<file path="src/rtl/ls_pkg.sv">
// Shared encodings and lane helpers for the load/store controller.
package ls_pkg;

  typedef enum logic [2:0] {
    LS_W  = 3'd0,
    LS_B  = 3'd1,
    LS_BU = 3'd2,
    LS_H  = 3'd3,
    LS_HU = 3'd4
  } ls_type_e;

  typedef enum logic [1:0] {
    S_IDLE = 2'd0,
    S_REQ  = 2'd1,
    S_RESP = 2'd2
  } state_e;

  function automatic logic is_byte(logic [2:0] t);
    return (t == LS_B) || (t == LS_BU);
  endfunction

  function automatic logic is_half(logic [2:0] t);
    return (t == LS_H) || (t == LS_HU);
  endfunction

  // Undefined codes fall through to word rules.
  function automatic logic misaligned(logic [2:0] t, logic [1:0] a);
    if (is_byte(t)) return 1'b0;
    if (is_half(t)) return a[0];
    return a != 2'b00;
  endfunction

  function automatic logic [3:0] be_of(logic [2:0] t, logic [1:0] a);
    if (is_byte(t)) return 4'b0001 << a;
    if (is_half(t)) return a[1] ? 4'b1100 : 4'b0011;
    return 4'b1111;
  endfunction

  function automatic logic [31:0] wdata_of(logic [2:0] t, logic [31:0] w);
    if (is_byte(t)) return {4{w[7:0]}};
    if (is_half(t)) return {2{w[15:0]}};
    return w;
  endfunction

endpackage

</file>
<file path="src/rtl/load_align.sv">
// Picks the addressed lane from a read word and extends it to 32 bits.
module load_align
  import ls_pkg::*;
(
  input  logic [31:0] word,
  input  logic [1:0]  off,
  input  logic [2:0]  ls_type,
  output logic [31:0] ext
);

  logic [31:0] sh;
  logic [7:0]  b;
  logic [15:0] h;

  always_comb begin
    sh = word >> {off, 3'b000};
    b  = sh[7:0];
    h  = off[1] ? word[31:16] : word[15:0];
    unique case (1'b1)
      ls_type == LS_B:  ext = {{24{b[7]}}, b};
      ls_type == LS_BU: ext = {24'd0, b};
      ls_type == LS_H:  ext = {{16{h[15]}}, h};
      ls_type == LS_HU: ext = {16'd0, h};
      default:          ext = word;
    endcase
  end

endmodule

</file>
<file path="src/rtl/load_store_ctrl.sv">
// Single-outstanding load/store controller between the CPU and a
// request/ack memory port, with alignment checks and an ack timeout.
module load_store_ctrl
  import ls_pkg::*;
#(
  parameter int TIMEOUT = 255
) (
  input  logic        clk,
  input  logic        rst_n,
  input  logic        ls_valid,
  input  logic        ls_we,
  input  logic [2:0]  ls_type,
  input  logic [31:0] ls_addr,
  input  logic [31:0] ls_wdata,
  output logic        stall,
  output logic        done,
  output logic        err,
  output logic [31:0] rdata,
  output logic        mem_req,
  output logic        mem_we,
  output logic [3:0]  mem_be,
  output logic [31:0] mem_addr,
  output logic [31:0] mem_wdata,
  input  logic [31:0] mem_rdata,
  input  logic        mem_ack
);

  localparam logic [7:0] TO_LAST = 8'(TIMEOUT - 1);

  state_e      state_q, state_d;
  logic [7:0]  cnt_q, cnt_d;
  logic        we_q, we_d;
  logic [2:0]  type_q, type_d;
  logic [31:0] addr_q, addr_d;
  logic [31:0] wdata_q, wdata_d;
  logic        err_q, err_d;
  logic [31:0] rdata_q, rdata_d;
  logic [31:0] ext;
  logic        mis;

  assign mis = misaligned(ls_type, ls_addr[1:0]);

  load_align u_align (
    .word    (mem_rdata),
    .off     (addr_q[1:0]),
    .ls_type (type_q),
    .ext     (ext)
  );

  always_comb begin
    state_d = state_q;
    cnt_d   = cnt_q;
    we_d    = we_q;
    type_d  = type_q;
    addr_d  = addr_q;
    wdata_d = wdata_q;
    err_d   = err_q;
    rdata_d = rdata_q;
    unique case (state_q)
      S_IDLE: begin
        if (ls_valid) begin
          we_d    = ls_we;
          type_d  = ls_type;
          addr_d  = ls_addr;
          wdata_d = ls_wdata;
          cnt_d   = 8'd0;
          rdata_d = 32'd0;
          err_d   = mis;
          state_d = mis ? S_RESP : S_REQ;
        end
      end
      S_REQ: begin
        // An ack on the final allowed cycle still wins over the timeout.
        if (mem_ack) begin
          rdata_d = ext;
          err_d   = 1'b0;
          state_d = S_RESP;
        end else if (cnt_q == TO_LAST) begin
          rdata_d = 32'd0;
          err_d   = 1'b1;
          state_d = S_RESP;
        end else begin
          cnt_d = cnt_q + 8'd1;
        end
      end
      S_RESP:  state_d = S_IDLE;
      default: state_d = S_IDLE;
    endcase
  end

  always_ff @(posedge clk) begin
    if (!rst_n) begin
      state_q <= S_IDLE;
      cnt_q   <= 8'd0;
      we_q    <= 1'b0;
      type_q  <= 3'd0;
      addr_q  <= 32'd0;
      wdata_q <= 32'd0;
      err_q   <= 1'b0;
      rdata_q <= 32'd0;
    end else begin
      state_q <= state_d;
      cnt_q   <= cnt_d;
      we_q    <= we_d;
      type_q  <= type_d;
      addr_q  <= addr_d;
      wdata_q <= wdata_d;
      err_q   <= err_d;
      rdata_q <= rdata_d;
    end
  end

  assign stall     = ((state_q == S_IDLE) && ls_valid) || (state_q == S_REQ);
  assign done      = (state_q == S_RESP);
  assign err       = done && err_q;
  assign rdata     = rdata_q;
  assign mem_req   = (state_q == S_REQ);
  assign mem_we    = we_q;
  assign mem_be    = mem_req ? be_of(type_q, addr_q[1:0]) : 4'b0000;
  assign mem_addr  = {addr_q[31:2], 2'b00};
  assign mem_wdata = wdata_of(type_q, wdata_q);

endmodule

</file>
<file path="config.mk">
export PLATFORM = sky130hd
export DESIGN_NAME = load_store_ctrl
export DESIGN_NICKNAME = d
export VERILOG_FILES = /design/src/rtl/ls_pkg.sv /design/src/rtl/load_align.sv /design/src/rtl/load_store_ctrl.sv
export SDC_FILE = /design/constraint.sdc
export NUM_CORES = 1
export LEC_CHECK = 0
export ABC_AREA = 1
export BUFFER_PORTS_ARGS = -buffer_cell sky130_fd_sc_hd__buf_2
export CAP_MARGIN = 0
export CORE_MARGIN = 2
export CORE_UTILIZATION = 50
export CTS_CLUSTER_SIZE = 20
export DETAILED_ROUTE_END_ITERATION = 8
export PLACE_DENSITY = 0.79
export SYNTH_ARGS = -nofsm -noshare
export SYNTH_HDL_FRONTEND = slang
export SYNTH_SLANG_ARGS = --single-unit
</file>
<file path="constraint.sdc">
create_clock -name clk -period 1.9 [get_ports clk]
set_clock_uncertainty 0.15 [all_clocks]
set_input_delay 0.38 -clock clk [delete_from_list [all_inputs] [get_ports clk]]
set_output_delay 0.38 -clock clk [all_outputs]
set_load 0.01 [all_outputs]
</file>
======== After elaboration in Yosys (flattened, before gate mapping) ========
Index checks and enable logic that the tools add are counted.
word-level totals
  input port bits ......................... 104
  flip-flop bits (word level) ............. 111
  output and inout bits ................... 105
  logic and storage cells ................. 79
operators by class
  equal/unequal tests ..................... 15
  $add $sub $neg .......................... 1
  reductions and logical operators ........ 14
  muxes and demuxes ....................... 39
  shift-type cells ........................ 2
operators by type and width
  cell                 count
  $mux 32              7
  $pmux 32 s4          1
  $pmux 32 s2          1
  $shr 32x5->8         1
  $mux 4               6
  $mux 8               3
  $mux 16              1
  $pmux 8 s2           1
  $mux 1               13
  $eq 3x2->1 const B   4
  $add 8x1->8 const B  1
  $eq 8x8->1 const B   1
  $mux 2               4
  $eq 3x1->1 const B   2
  $eq 3x3->1 const B   2
  $ne 2x2->1 const B   3
  $logic_or 1x1->1     5
  $pmux 2 s2           1
  $reduce_and 2->1     2
  $reduce_and 4->1     1
  $reduce_bool 2->1    2
  $shl 1x2->4 const A  1
  $ne 3x1->1 const B   1
  $reduce_and 3->1     1
  other kinds (5)      6

======== Longest topological paths before layout ========
Gate-level depths: netlist of the first run.
  word-level depth ........................ 9
  gate-level depth with buffers ........... 11
  depth with buffers taken out ............ 9

======== Hierarchy ========
From an unflattened synthesis of the first run, not the netlist that was laid out.
second synthesis, totals
  cell total of the unflattened synthesis .. 903
  area, all modules ....................... 5890.6 um^2
by module, submodules not included
  module           cells each  sequential area each (um^2)  times used  area each (um^2)
  load_store_ctrl  671         2222.1                       1           4842.1
  load_align       232         0.0                          1           1048.5

======== Worst setup path after synthesis of the first run ========
No wires, ideal clock.
  path type ............................... flip-flop to output port
  from .................................... register type_q[2]
  to ...................................... output port mem_wdata[27]
  buffers on the path ..................... 2
  path slack .............................. 0.034 ns
  arrival ................................. 1.336 ns
  stages on the path, launching flop included .. 11
  required time ........................... 1.370 ns
  path through ............................ dfxtp_1 inv_2 nand3_1 nand2_1 buf_4 inv_2 buf_4 nand2_1 nand2_1 nor2_1 a21oi_1
between the ends
  cells in the longest elaborated chain, start to end .. 6
  elaborated cells between the ends (all ways) .. 12
  those cells by class .................... eq/ne (4); mux (6); reduce/logical (2)
ends and longest elaborated chain
  item                                      line                    text
  start: declaration                        load_store_ctrl.sv:33   logic [2:0] type_q, type_d;
  start signal: assignment                  load_store_ctrl.sv:105  type_q <= type_d;
  $eq 3x2->1 or $eq 3x3->1 (tied branches)  ls_pkg.sv:23            return (t == LS_H) || (t == LS_HU);
  $logic_or 1x1->1                          ls_pkg.sv:23
  $mux 1 (2 in series)                      ls_pkg.sv:41            if (is_half(t)) return {2{w[15:0]}};
  $mux 32                                   ls_pkg.sv:42            return w;
  $mux 32 *                                 ls_pkg.sv:41
  end: declaration                          load_store_ctrl.sv:23   output logic [31:0] mem_wdata,
Mark *: on every way between the ends. The rest lies on a longest branch, timed or not. The select of a mux whose other input is x is not followed.

======== Worst setup path in the final report of the first run ========
  from .................................... register type_q[0]
  to ...................................... output port mem_wdata[26]
Same word-level chain as after synthesis.

==> metrics.yaml, run 1 <==
floorplan:
  std_cell_rows: 39
  die_x_um: 112
  floorplan.initialDensity_pct: 51.3
  top_level_pins: 209
  die_y_um: 112
  design.die.area_um2: 12600
  placeable_core_area_um2: 11400
grt:
  globalRoute.totalOverflow: 0
  number_of_antenna_violations_at_the_first_check_in_global_routing: 0
  grt_pass1_vias: 5941
  globalRouteTotalUtil_pct: 27.6
  grt.met1_usage_pct: 33.3
  gr-usage-met3_pct: 8.37
  globalRouteMet2Util_pct: 46.1
  busiest_layer: "met2"
  grt_first_pass_wirelength_mm: 28.3
  pin_count_of_the_biggest_net_entering_global_routing: 76
status:
  failing_checks: "negative setup slack"
  status: "finished, violations left"
sta:
  timing_worst_slew_pin_value_ns: 0.572
  finalCritPeriodShare_pct: 113
  final_hold_viol_count: 0
  slew_viols_final: 0
  report.final.setup_viol: 28
  worst_slew_margin_rel_pct: 61.8
  fmax_mhz: 465
  final_critical_path_required_period_ns: 2.15
  setup_slack_ns: -0.252
  setup_tns_ns: -4.69
  grt_setup_unrepaired: "yes"
  holdWs_ns: 0.121
pwr:
  p_int_mw: 4.35
  power.share.sequential_pct: 40.3
  static-leakage-power_nw: 3.74
  power_density_nw_per_um2: 866
  power_frac_clock_pct: 29.7
  peakVddDrop_uv: 634
  p_sw_share_pct: 33.1
  power.share.combinational_pct: 30.0
  power.switching_mw: 2.15
  report.power.total_mw: 6.50
yosys:
  synth.yosys.seq_area_share_pct: 37.9
  ys_ff_latch: 111
  postSynthCellCount: 913
  synth.yosys.warnings: 0
  netlist_area_um2: 5860
  yosysUniqueCellTypes: 28
  syn_avg_cell_area_um2: 6.42
clocking:
  root_buffer: "clkbuf_16"
  cts-htree-levels: 3
  cts_sinks: 111
  worst_skew_pair.late_latency_ns: 0.36
  cts_buffer_depth: 2
  cts_tree: "yes"
  cts-buffers-inserted: 9
  ctsHoldBuffers: 0
  clk_pin_slew_ns: 0.07
critical_path:
  worstSetupEndpointType: "primary output"
  reg2reg_depth: 10
  start_kind: "flop"
  worst_ep_required_time_ns: 1.37
  critPathKind: "reg2out"
  timing.critical_path.fanout_max: 5
  worstReg2RegStart: "type_q[2]$_SDFFE_PN0P_"
  critical_path.startpoint: "type_q[0]$_SDFFE_PN0P_"
  rrSetupSlack_ns: 0.09
  cp_data_arrival_time_ns: 1.62
placement:
  pre_cts_slack_ns: -0.0581
  place.detailed.hpwl_mm: 12.1
  port_buffers: 206
  placed_area_um2: 6830
  routabilityCongestion: 0.947
drt:
  drt_first_pass_iters: 5
  vias: 6380
  postRouteAntennaNets: 0
  average_vias_per_placed_instance: 5.19
  post-route-drc-count: 0
  routedWlPerCell_um: 14.3
  initialDrtViolationCount: 510
  finalWirelength_mm: 17.6
final_layout:
  number_of_filler_instances_in_the_final_layout: 1050
  final_non_filler_cell_area_um2: 7500
  layout_commonest_cell: "nand2_1"
  num-nets-final: 1186
  syn_to_final_growth_pct: 28.0
  most-common-layout-cells: "nand2_1 (201), buf_2 (195), nor2_1 (178)"
  layout-drive-gt1-share_pct: 30.5
min_path:
  hold_start: "ls_addr[2]"
  min-delay-path-class: "in2reg"
  cell_count_of_the_worst_hold_path: 3
job:
  cap_violations: 0
[flip-flops by register name (all words and copies together), names as in the netlist]
signal,cells
err_q,1
type_q,3
wdata_q,32
cnt_q,8
state_q,2
mem_we,1
rdata,32
addr_q,32
[through the flow]
step | instances | utilization, %
after floorplan | 914 | -
after global placement | 1201 | 59.8
after detailed placement | 1201 | 59.8
after CTS | 1225 | 64.5
after global routing | 1228 | 65.7
final | 1229 | 65.7
[cell families after synthesis]
logic type | synth area share (%)
simple gates | 30.3
xor+xnor | 0.149
fa+ha+maj | 0.427
buf+inv | 13.6
flops | 37.9
other cells | 0.0640
compound gates | 17.5
[metal layers]
layer  part of all wire [%]  wire, µm
met1                     40      7010
met2                     48      8410
met3                    9.4      1670
met4                    3.0       532
met5                      0         0
[synth_stat cells]
library cell / count / share of area (%)
a21oi_1: 94 / 8.0
a21oi_2: 10 / 1.5
and2_1: 1 / 0.11
and3_1: 1 / 0.11
buf_2: 14 / 1.2
buf_4: 46 / 5.9
buf_6: 4 / 0.77
clkbuf_1: 30 / 1.9
clkbuf_2: 1 / 0.085
clkinv_2: 1 / 0.085
conb_1: 1 / 0.064
dfxtp_1: 111 / 38
ha_1: 2 / 0.43
inv_1: 51 / 3.3
inv_2: 5 / 0.32
inv_4: 1 / 0.11
nand2_1: 222 / 14
nand2_2: 3 / 0.32
nand2_4: 1 / 0.19
nand3_1: 30 / 2.6
nand3_2: 1 / 0.17
nand3_4: 1 / 0.30
nand4_1: 4 / 0.43
nor2_1: 183 / 12
nor2_4: 1 / 0.19
o211ai_1: 1 / 0.13
o21ai_0: 92 / 7.9
xor2_1: 1 / 0.15
[worst max-delay path, cell delays in order, from the launching register on]
cell and delay [ns]:
dfxtp_4 0.37, inv_4 0.08, nand3_4 0.09, nand2_8 0.12
buf_6 0.13, nand2_2 0.07, nand2_2 0.08, nor2_2 0.04
a21oi_2 0.12, buf_2 0.15
[cell type report]
| type | count | area (µm²) | area share, % |
|---|---|---|---|
| inverter | 58 | 240 | 3.20 |
| multi-input combinational | 650 | 3020 | 40.2 |
| sequential | 111 | 2240 | 29.8 |
| clock inverter | 5 | 57.6 | 0.767 |
| tap | 143 | 179 | 2.38 |
| clock buffer | 11 | 243 | 3.23 |
| timing repair buffer | 250 | 1530 | 20.4 |
| antenna | 1 | 2.50 | 0.0333 |
[power groups by stage]
stage,logic [mW],clock network (mW),registers [mW]
global placement,1.70,0,2.65
floorplan,1.18,0,2.65
global route,2.15,2.06,2.64
CTS,1.86,1.95,2.61
finish,1.95,1.93,2.62
detailed placement,1.72,0,2.66
[what timing repair did]
action / in CTS / in global routing
setup endpoints to repair: 36 / 32
pin swaps: 15 / 8
buffers inserted: 8 / 3
gates resized for setup: 48 / 37
[worst paths after layout]
| kind | endpoint |
|---|---|
| worst max-delay path | mem_wdata[26] |
| worst min-delay path | addr_q[2]$_SDFFE_PN0P_ |
| worst max register to register | rdata[26]$_SDFFE_PN0P_ |
| worst min register to register | rdata[5]$_SDFFE_PN0P_ |
Power figures use the tool's default switching activity.
==> run 2, diff against run 1 <==
--- a/config.mk
+++ b/config.mk
@@ -5,14 +5,14 @@
 export SDC_FILE = /design/constraint.sdc
 export NUM_CORES = 1
 export LEC_CHECK = 0
-export ABC_AREA = 1
+export ABC_AREA = 0
 export BUFFER_PORTS_ARGS = -buffer_cell sky130_fd_sc_hd__buf_2
 export CAP_MARGIN = 0
 export CORE_MARGIN = 2
-export CORE_UTILIZATION = 50
+export CORE_UTILIZATION = 51
 export CTS_CLUSTER_SIZE = 20
 export DETAILED_ROUTE_END_ITERATION = 8
-export PLACE_DENSITY = 0.79
+export PLACE_DENSITY = 0.8
 export SYNTH_ARGS = -nofsm -noshare
 export SYNTH_HDL_FRONTEND = slang
 export SYNTH_SLANG_ARGS = --single-unit
==> run 2 against run 1 <==
  * The run still ends with negative setup slack left
  * Sequential share of layout area decreased by 2.2 points
  * First-iteration DRC count is 11% lower
  * Register-to-register slack worse by 0.23 ns
  * Global-route usage fell by 1.9 points
  * Area after synthesis increased by 3.0%
  * Worst hold slack got worse by 0.014 ns
  * Worst setup slack got worse by 0.18 ns
  * Via count fell by 4.9%
  * Sequential power fell by 3%
  * Power down 6.8%
  * Sequential cell count unchanged
==> metrics.yaml, run 2 <==
yosys:
  synth_edf_count: 0  # unchanged
  synth.yosys.warnings: 0  # unchanged
  synth.top_cells.by_count: "nand2_1 (198), dfxtp_1 (111), a21boi_0 (79)"  # was nand2_1 (222), nor2_1 (183), dfxtp_1 (111)
  synth.yosys.seq_area_share_pct: 36.8  # was 37.9%
  yosysUniqueCellTypes: 61  # was 28
  postSynth.asyncResetShare_pct: 0  # unchanged
  synth_top_area_share_pct: 36.8  # was 37.9%
  syn_avg_cell_area_um2: 8.17  # was 6.42 µm²
  netlist_area_um2: 6040  # was 5860 µm²
  synth_most_common_cell: "nand2_1"  # unchanged
  postSynthCellCount: 739  # was 913
  synthFlopType: "dfxtp_1"  # unchanged
  netlist_top_cells_area: "dfxtp_1 (37%), nand2_1 (12%), a21boi_0 (9.8%)"  # was dfxtp_1 (38%), nand2_1 (14%), nor2_1 (12%)
  ys_ff_latch: 111  # unchanged
  synth_top_cell_by_area: "dfxtp_1"  # unchanged
grt:
  globalRoute.totalOverflow: 0  # unchanged
  pin_count_of_the_biggest_net_entering_global_routing: 63  # was 76
  busiest_layer: "met2"  # unchanged
  number_of_antenna_violations_at_the_first_check_in_global_routing: 2  # was 0
  grt_pass1_vias: 5556  # was 5941
  globalRouteTotalUtil_pct: 25.7  # was 27.6%
  grt.met1_usage_pct: 31.3  # was 33.3%
  grt_first_pass_wirelength_mm: 26.5  # was 28.3 mm
  gr-usage-met3_pct: 7.45  # was 8.37%
  globalRouteMet2Util_pct: 43.6  # was 46.1%
sta:
  final_critical_path_required_period_ns: 2.33  # was 2.15 ns
  final_hold_viol_count: 0  # unchanged
  timing_worst_slew_pin_value_ns: 0.535  # was 0.572 ns
  holdWs_ns: 0.107  # was 0.121 ns
  fmax_mhz: 430  # was 465 MHz
  report.final.setup_viol: 50  # was 28
  slew_viols_final: 0  # unchanged
  worst_slew_margin_rel_pct: 64.4  # was 61.8%
  grt_setup_unrepaired: "yes"  # unchanged
  finalCritPeriodShare_pct: 123  # was 113%
  setup_slack_ns: -0.428  # was -0.252 ns
drt:
  vias: 6069  # was 6380
  postRouteAntennaNets: 0  # unchanged
  average_vias_per_placed_instance: 5.59  # was 5.19
  post-route-drc-count: 0  # unchanged
  initialDrtViolationCount: 455  # was 510
  finalWirelength_mm: 17.8  # was 17.6 mm
  routedWlPerCell_um: 16.4  # was 14.3 µm
  drt_first_pass_iters: 5  # unchanged
clocking:
  cts-buffers-inserted: 9  # unchanged
  cts_buffer_depth: 2  # unchanged
  ctsHoldBuffers: 0  # unchanged
  cts_sinks: 111  # unchanged
  clk_pin_slew_ns: 0.07  # about the same
  worst_skew_pair.late_latency_ns: 0.36  # about the same
  cts_tree: "yes"  # unchanged
  cts-htree-levels: 3  # unchanged
  root_buffer: "clkbuf_16"  # unchanged
floorplan:
  std_cell_rows: 39  # unchanged
  die_y_um: 113  # was 112 µm
  top_level_pins: 209  # unchanged
  floorplan.initialDensity_pct: 52.6  # was 51.3%
  placeable_core_area_um2: 11500  # was 11400 µm²
  design.die.area_um2: 12700  # was 12600 µm²
  die_x_um: 113  # was 112 µm
status:
  failing_checks: "negative setup slack"  # unchanged
  status: "finished, violations left"  # unchanged
critical_path:
  rrSetupSlack_ns: -0.14  # was 0.09 ns
  critical_path.max_stage_delay_ns: 0.42  # was 0.37 ns
  timing.critical_path.fanout_max: 5  # unchanged
  critPathKind: "reg2out"  # unchanged
  start_kind: "flop"  # unchanged
  worstSetupEndpointType: "primary output"  # unchanged
  path_cells: "buf_12 -> buf_4 -> mux2_2 -> o211ai_1 -> o21ai_1 -> buf_2"  # was inv_4 -> nand3_4 -> nand2_8 -> buf_6 -> nand2_2 -> nand2_2 -> nor2_2 -> a21oi_2 -> buf_2
  cp_slowest_cell: "dfxtp_4"  # unchanged
  reg2reg_depth: 9  # was 10
  r2r_end: "rdata[28]$_SDFFE_PN0P_"  # was rdata[26]$_SDFFE_PN0P_
  worst_ep_required_time_ns: 1.37  # about the same
  cp_data_arrival_time_ns: 1.80  # was 1.62 ns
  worstReg2RegStart: "type_q[1]$_SDFFE_PN0P_"  # was type_q[2]$_SDFFE_PN0P_
min_path:
  hold_start: "ls_wdata[16]"  # was ls_addr[2]
  worstHoldEndpoint: "wdata_q[16]$_SDFFE_PN0P_"  # was addr_q[2]$_SDFFE_PN0P_
  cell_count_of_the_worst_hold_path: 3  # unchanged
  min-delay-path-class: "in2reg"  # unchanged
pwr:
  static-leakage-power_nw: 3.55  # was 3.74 nW
  power_density_nw_per_um2: 751  # was 866 nW/µm²
  peakVddDrop_uv: 702  # was 634 µV
placement:
  dpl_cells: 1050  # was 1201
  port_buffers: 206  # unchanged
  routabilityCongestion: 0.928  # was 0.947
  pre_cts_slack_ns: -0.0853  # was -0.0581 ns
  place.detailed.hpwl_mm: 11.9  # was 12.1 mm
final_layout:
  most-common-layout-cells: "buf_2 (196), nand2_1 (190), dfxtp_1 (105)"  # was nand2_1 (201), buf_2 (195), nor2_1 (178)
  syn_to_final_growth_pct: 33.7  # was 28.0%
  num-nets-final: 1043  # was 1186
  layout_commonest_cell: "buf_2"  # was nand2_1
  layout-drive-gt1-share_pct: 41.6  # was 30.5%
  instances_no_fill: 1086  # was 1229
job:
  cap_violations: 0  # unchanged
run 2: cell count changes after synthesis, moves of 23 or more:
cell	previous run	this run
a21oi_1	94	11
nand3_1	30	7
inv_1	51	3
mux2i_1	0	24
o21ai_0	92	36
a21boi_0	0	79
nand2_1	222	198
nor2_1	183	34
run 2: cell type report:
class                           instances  area, µm²
Clock inverter                          3       43.8
Tap cell                              143        179
Multi-Input combinational cell        529       3510
Fill cell                             860       3400
Timing Repair Buffer                  280       1830
Antenna cell                            2       5.00
Inverter                                6       22.5
Sequential cell                       111       2230
Clock buffer                           12        246
run 2: worst max path at each step:
stage                     depth (start not counted)              startpoint       endpoint
after floorplan                                   6  type_q[1]$_SDFFE_PN0P_  mem_wdata[30]
after CTS                                         6  type_q[1]$_SDFFE_PN0P_  mem_wdata[26]
after global placement                            6  type_q[1]$_SDFFE_PN0P_  mem_wdata[24]
final                                             6  type_q[1]$_SDFFE_PN0P_  mem_wdata[24]
after detailed placement                          6  type_q[1]$_SDFFE_PN0P_  mem_wdata[24]
after global routing                              6  type_q[1]$_SDFFE_PN0P_  mem_wdata[24]
run 2: cell families (layout without fill, tap and decap cells):
family | count (synthesis) | after routing | synth area share, %
and+or+nand+nor | 275 | 275 | 19.6
AOI/OAI and AO/OA | 199 | 200 | 24.4
DFF | 111 | 111 | 36.8
buffers and inverters | 101 | 301 | 10.1
muxes | 41 | 41 | 7.27
xor gates and xnor gates | 9 | 9 | 1.43
adders and majority gates | 2 | 2 | 0.414
other | 1 | 4 | 0.0621
run 2: timing repair:
action,in CTS,in global routing
gates resized for setup,58,63
pin swaps,18,43
endpoints found under the setup margin,54,64
buffers inserted,8,8
gates cloned,1,2
run 2: power by group:
| group | internal [mW] | switching, mW | total (mW) |
|---|---|---|---|
| clock | 1.05 | 0.872 | 1.93 |
| sequential | 2.45 | 0.104 | 2.55 |
| combinational | 0.734 | 0.844 | 1.58 |
run 2: critical path: cells and delay by family, from the launching register on:
kind / cells / cell delay [ns]
multiplexers: 1 / 0.33
buffers and inverters: 3 / 0.40
flip-flops: 1 / 0.42
AO/OA/AOI/OAI: 2 / 0.29
run 2: routing by layer:
metal | wire length [µm] | up-vias
met4 | 565 | 0
met1 | 6970 | 2823
met2 | 8520 | 314
li1 | - | 2888
met5 | 0 | -
met3 | 1770 | 44
run 2: metrics by stage:
| stage | setup TNS (ns) | power (mW) | utilization [%] | cell area [µm²] |
|---|---|---|---|---|
| floorplan | -0.0292 | 3.43 | - | 6060 |
| global placement | -0.420 | 3.89 | 62.7 | 7190 |
| detailed placement | -0.859 | 3.91 | 62.7 | 7190 |
| CTS | -8.79 | 5.93 | 67.8 | 7770 |
| global route | -14.26 | 6.31 | 70.4 | 8070 |
| finish | -11.49 | 6.06 | 70.4 | 8070 |
